File: src/rtl/if_fetch_unit.sv
// Instruction-fetch stage: owns the PC, drives a busywait instruction memory,
// buffers up to two fetched instructions and handles EX redirects.
module if_fetch_unit #(
    parameter logic [31:0] RESET_PC  = 32'h00000000,
    parameter logic [31:0] NOP_INSTR = 32'h00000013
) (
    input  logic        CLK,
    input  logic        RESET,
    input  logic        STALL,
    input  logic        BRANCH_TAKEN,
    input  logic [31:0] BRANCH_TARGET,
    output logic [31:0] IMEM_ADDR,
    output logic        IMEM_READ,
    input  logic [31:0] IMEM_READDATA,
    input  logic        IMEM_BUSYWAIT,
    output logic [31:0] IF_PC,
    output logic [31:0] IF_INSTRUCTION,
    output logic        IF_VALID
);

    typedef enum logic {FETCH, DISCARD} state_t;

    state_t      state;
    logic [31:0] pc;
    logic [31:0] redir_pc;
    logic [1:0]  count;
    logic [31:0] head_pc, head_instr;
    logic [31:0] tail_pc, tail_instr;

    logic        rd;
    logic        valid;
    logic        rsp;
    logic        pop;
    logic        fifo_en;
    logic [31:0] target;

    assign target    = BRANCH_TARGET & ~32'h3;
    assign rd        = !RESET && (state == DISCARD || count != 2'd2);
    assign valid     = !RESET && (count != 2'd0) && (state == FETCH);
    assign rsp       = rd && !IMEM_BUSYWAIT;
    assign pop       = valid && !STALL;
    assign fifo_en   = !RESET && !BRANCH_TAKEN && (state == FETCH);

    assign IMEM_ADDR      = pc;
    assign IMEM_READ      = rd;
    assign IF_VALID       = valid;
    assign IF_PC          = valid ? head_pc    : 32'h0;
    assign IF_INSTRUCTION = valid ? head_instr : NOP_INSTR;

    // Control: PC, occupancy, redirect bookkeeping and FSM
    always_ff @(posedge CLK) begin
        if (RESET) begin
            pc       <= RESET_PC;
            count    <= 2'd0;
            state    <= FETCH;
            redir_pc <= 32'h0;
        end else if (BRANCH_TAKEN) begin
            count <= 2'd0;
            if (state == FETCH) begin
                // An in-flight read cannot be aborted; park the target until it completes
                if (rd && IMEM_BUSYWAIT) begin
                    redir_pc <= target;
                    state    <= DISCARD;
                end else begin
                    pc <= target;
                end
            end else begin
                redir_pc <= target;
                if (!IMEM_BUSYWAIT) begin
                    pc    <= target;
                    state <= FETCH;
                end
            end
        end else if (state == DISCARD) begin
            if (!IMEM_BUSYWAIT) begin
                pc    <= redir_pc;
                state <= FETCH;
            end
        end else begin
            if (rsp)
                pc <= pc + 32'd4;
            count <= count + {1'b0, rsp} - {1'b0, pop};
        end
    end

    // Two-entry FIFO storage; a simultaneous push/pop at one entry lands in the head
    always_ff @(posedge CLK) begin
        if (fifo_en) begin
            if (rsp && (count == 2'd0 || (count == 2'd1 && pop))) begin
                head_pc    <= pc;
                head_instr <= IMEM_READDATA;
            end else if (pop) begin
                head_pc    <= tail_pc;
                head_instr <= tail_instr;
            end
            if (rsp && count == 2'd1 && !pop) begin
                tail_pc    <= pc;
                tail_instr <= IMEM_READDATA;
            end
        end
    end

endmodule

File: config.mk
export PLATFORM = sky130hd
export DESIGN_NAME = if_fetch_unit
export DESIGN_NICKNAME = d
export VERILOG_FILES = /design/src/rtl/if_fetch_unit.sv
export SDC_FILE = /design/constraint.sdc
export NUM_CORES = 1
export LEC_CHECK = 0
export BUFFER_PORTS_ARGS = -buffer_cell sky130_fd_sc_hd__buf_2
export CORE_MARGIN = 3
export CORE_UTILIZATION = 25
export CTS_CLUSTER_DIAMETER = 120
export CTS_CLUSTER_SIZE = 14
export DETAILED_ROUTE_END_ITERATION = 12
export GPL_TIMING_DRIVEN = 0
export PLACE_DENSITY_LB_ADDON = 0.08
export SYNTH_ARGS = -nofsm -noshare
export SYNTH_HDL_FRONTEND = slang
export SYNTH_SLANG_ARGS = --single-unit
File: constraint.sdc
create_clock -name CLK -period 6.7 [get_ports CLK]
set_clock_uncertainty 0.2 [all_clocks]
set_input_delay 0.335 -clock CLK [delete_from_list [all_inputs] [get_ports CLK]]
set_output_delay 0.335 -clock CLK [all_outputs]
set_load 0.005 [all_outputs]
==> run metrics <==
status finished clean; Worst R2R Setup Slack 3.45 ns; period utilization 0.4854; WP depth 8; 1st-iter DRT viols 437; Slowest-stage cell, CP nor3_2; num ports 167; crit path buf inv count 5; mean post-synth cell area 11.05 um^2; Crit path max-delay family buffers and inverters; Final Hold Fails 0; CP Class register to register; CP Max Fanout 11; fmax 307.5 MHz; DR DRC count 0; Post-Synthesis Cells 773; TritonCTS clock tree yes; Via density 4.521; synthesis-stage register bit count 187; cts repair resizes 0; top-count cell post-synth edfxtp_1; share of Yosys cell area claimed by the top area cell type 0.4360; r2r endpoint head_instr[4]; worst reg-to-reg path cell count 8; beginning of the worst register-to-register path state; worst slack, placed 3.398 ns; Port-buffer cells 159; Worst Slack Setup Final 3.448 ns; crit end category register; Die H 190.8 um; fin crit period 3.252 ns; synth unique cells 60; worst vdd ir 0.1608 mV; Most used DFF post-synth edfxtp_1; Routed wire per std cell 18.28 um; die area 36,410 um^2; Num Clock Sinks 187; number of H-tree levels 4; Hold Crit Endpoint state; # nets final 1,095; Synth Warn # 0; core area 33,620 um^2; Mapped Area 8539 um^2; all-layer global routing usage 0.1495; routed wire length 27,130 um; Critical Path Source state; CP arrival 3.19 ns; TritonRoute pass-1 iters 5; worst hold start IMEM_BUSYWAIT; row count 67; RSZ-0062 raised after global routing false; initial antenna violation count 0; final setup fails 0; Synth area leaders edfxtp_1, dfxtp_1, mux2_2, and2_1, a21oi_1; Pleak 4.206 nW; crit-path cells buf_2, buf_1, buf_2, nor4_1, a21oi_1, nor3_2, buf_6, buf_6; DRT antenna net count 0; post-layout util 0.3339; Worst Path Required 6.64 ns; die width 190.8 um; number of flops mapped to enable cells by yosys 124; crit-path max cell delay 0.64 ns; Slew HR 0.4788; Starting Density 0.2540; max_cap viols 0; post-synth top area cell edfxtp_1; Placer Congestion 0.8105; dpl hpwl 19,860 um; largest net degree at the start of global routing 48; layout cells sized above 1 0.2741; Slew Viols, Final 0; vias in the first global route 6,701; via total after detailed routing 6,709; Worst-path clk slew 0.08 ns; Skew-Pair Late Insertion Delay 0.44 ns; Hold Path Cell Cnt 3; Async SR Flop Fraction 0; clock root cell clkbuf_16; n_diodes 0; sequential element share of the synthesized area 0.5837; P per Cell Area 233.0 nW/um^2; Worst Max-Slew Pin Slew 0.7776 ns; Bufs on Longest Clock Path 2; Overflow after GRT 0; first-pass GRT wire length 41,510 um; top cells by count, synth edfxtp_1, nand2_1, a21oi_1; area delta synth->final 31.44%; worst hold-check path type input pin to register; Critical Path Start Type register; TritonCTS Buffers 17
[worst reg2reg max path: cells and delay by family, from the launching register on]
| family | cells | cell delay (ns) |
|---|---|---|
| buffers and inverters | 5 | 1.28 |
| and+or+nand+nor | 2 | 1.07 |
| DFF | 1 | 0.31 |
| AOI/OAI and AO/OA | 1 | 0.10 |
[how the worst max path moves through the flow]
| stage | slack, ns | endpoint |
|---|---|---|
| after detailed placement | 3.40 | head_pc[8] |
| after global routing | 3.19 | head_instr[4] |
| final | 3.45 | head_instr[4] |
| after global placement | -3.12 | head_instr[2] |
| after floorplan | 0.42 | head_instr[0] |
| after CTS | 3.38 | head_pc[8] |
[layout make-up]
cell class / count / area, um^2
clock buffers: 20 / 489.2
flip-flops and latches: 187 / 4985
clock inverters: 12 / 96.34
inverters: 13 / 48.80
fillers: 3521 / 22390
repair buffers: 228 / 1515
plain buffers: 57 / 241.5
well taps: 448 / 560.5
multi-input cells: 519 / 3288
[cells by family (layout without fill, tap and decap cells)]
kind of cell | count (synthesis) | in the layout | synth area share
simple gates | 271 | 271 | 0.1637
flops | 187 | 187 | 0.5837
compound gates | 165 | 165 | 0.1172
buf+inv | 70 | 330 | 0.03399
mux | 67 | 67 | 0.08733
xor+xnor | 9 | 9 | 0.009231
fa+ha+maj | 3 | 3 | 0.004396
other cells | 1 | 4 | 0.0004391
[repair_timing]
| item | CTS | global route |
|---|---|---|
| hold buffers | 62 | 0 |
| endpoints found under the hold margin | 72 | 0 |
| setup buffers | 0 | 0 |
[per-layer routing]
layer | track usage | vias to the layer above | wire length (um)
li1 | - | 3313 | -
met4 | 0.04149 | 0 | 519
met2 | 0.2358 | 208 | 11920
met3 | 0.02592 | 28 | 1149
met1 | 0.2114 | 3160 | 13540
met5 | 0 | - | 0
[layout by cell type (no fill, tap or decap), types with 3 or more instances in the layout]
cell type,n
buf_2,169
edfxtp_1,124
nand2_1,94
a21oi_1,74
and2_1,65
dfxtp_1,63
dlygate4sd3_1,62
mux2_2,60
clkbuf_1,39
o21ai_0,34
nor2_1,30
clkbuf_16,19
nor3_1,16
nand3_1,14
inv_1,13
nand4_1,11
nand2b_1,10
a31oi_1,9
a211oi_1,9
o31ai_1,8
xnor2_1,7
mux2i_1,7
inv_6,6
and4_1,5
a311oi_1,5
or4_1,5
buf_6,5
buf_1,4
buf_4,4
conb_1,4
nor3_2,3
nor2b_1,3
and3_1,3
a221o_1,3
ha_1,3
clkinv_4,3
[power breakdown]
| group | switching (mW) | internal [mW] | total, mW |
|---|---|---|---|
| clock | 0.487 | 0.540 | 1.03 |
| sequential | 0.0425 | 1.26 | 1.31 |
| combinational | 0.156 | 0.127 | 0.283 |
[registers in the layout, indices dropped and copies added, names as in the netlist]
register    flops
IMEM_ADDR      30
count           2
head_instr     32
head_pc        30
redir_pc       30
state           1
tail_instr     32
tail_pc        30
[through the flow]
stage | hold slack [ns] | TNS (ns) | instances | area, um^2 | total power, mW
after global routing | 0.01574 | 0 | 1484 | 11220 | 2.734
final | 0.03110 | 0 | 1484 | 11220 | 2.615
after CTS | 0.009453 | 0 | 1484 | 11220 | 2.658
after floorplan | 0.2337 | 0 | 776 | 8551 | 1.461
after detailed placement | 0.2364 | 0 | 1390 | 10020 | 1.589
after global placement | 0.2309 | -192.83 | 1383 | 9907 | 1.589
Power figures use the tool's default switching activity.
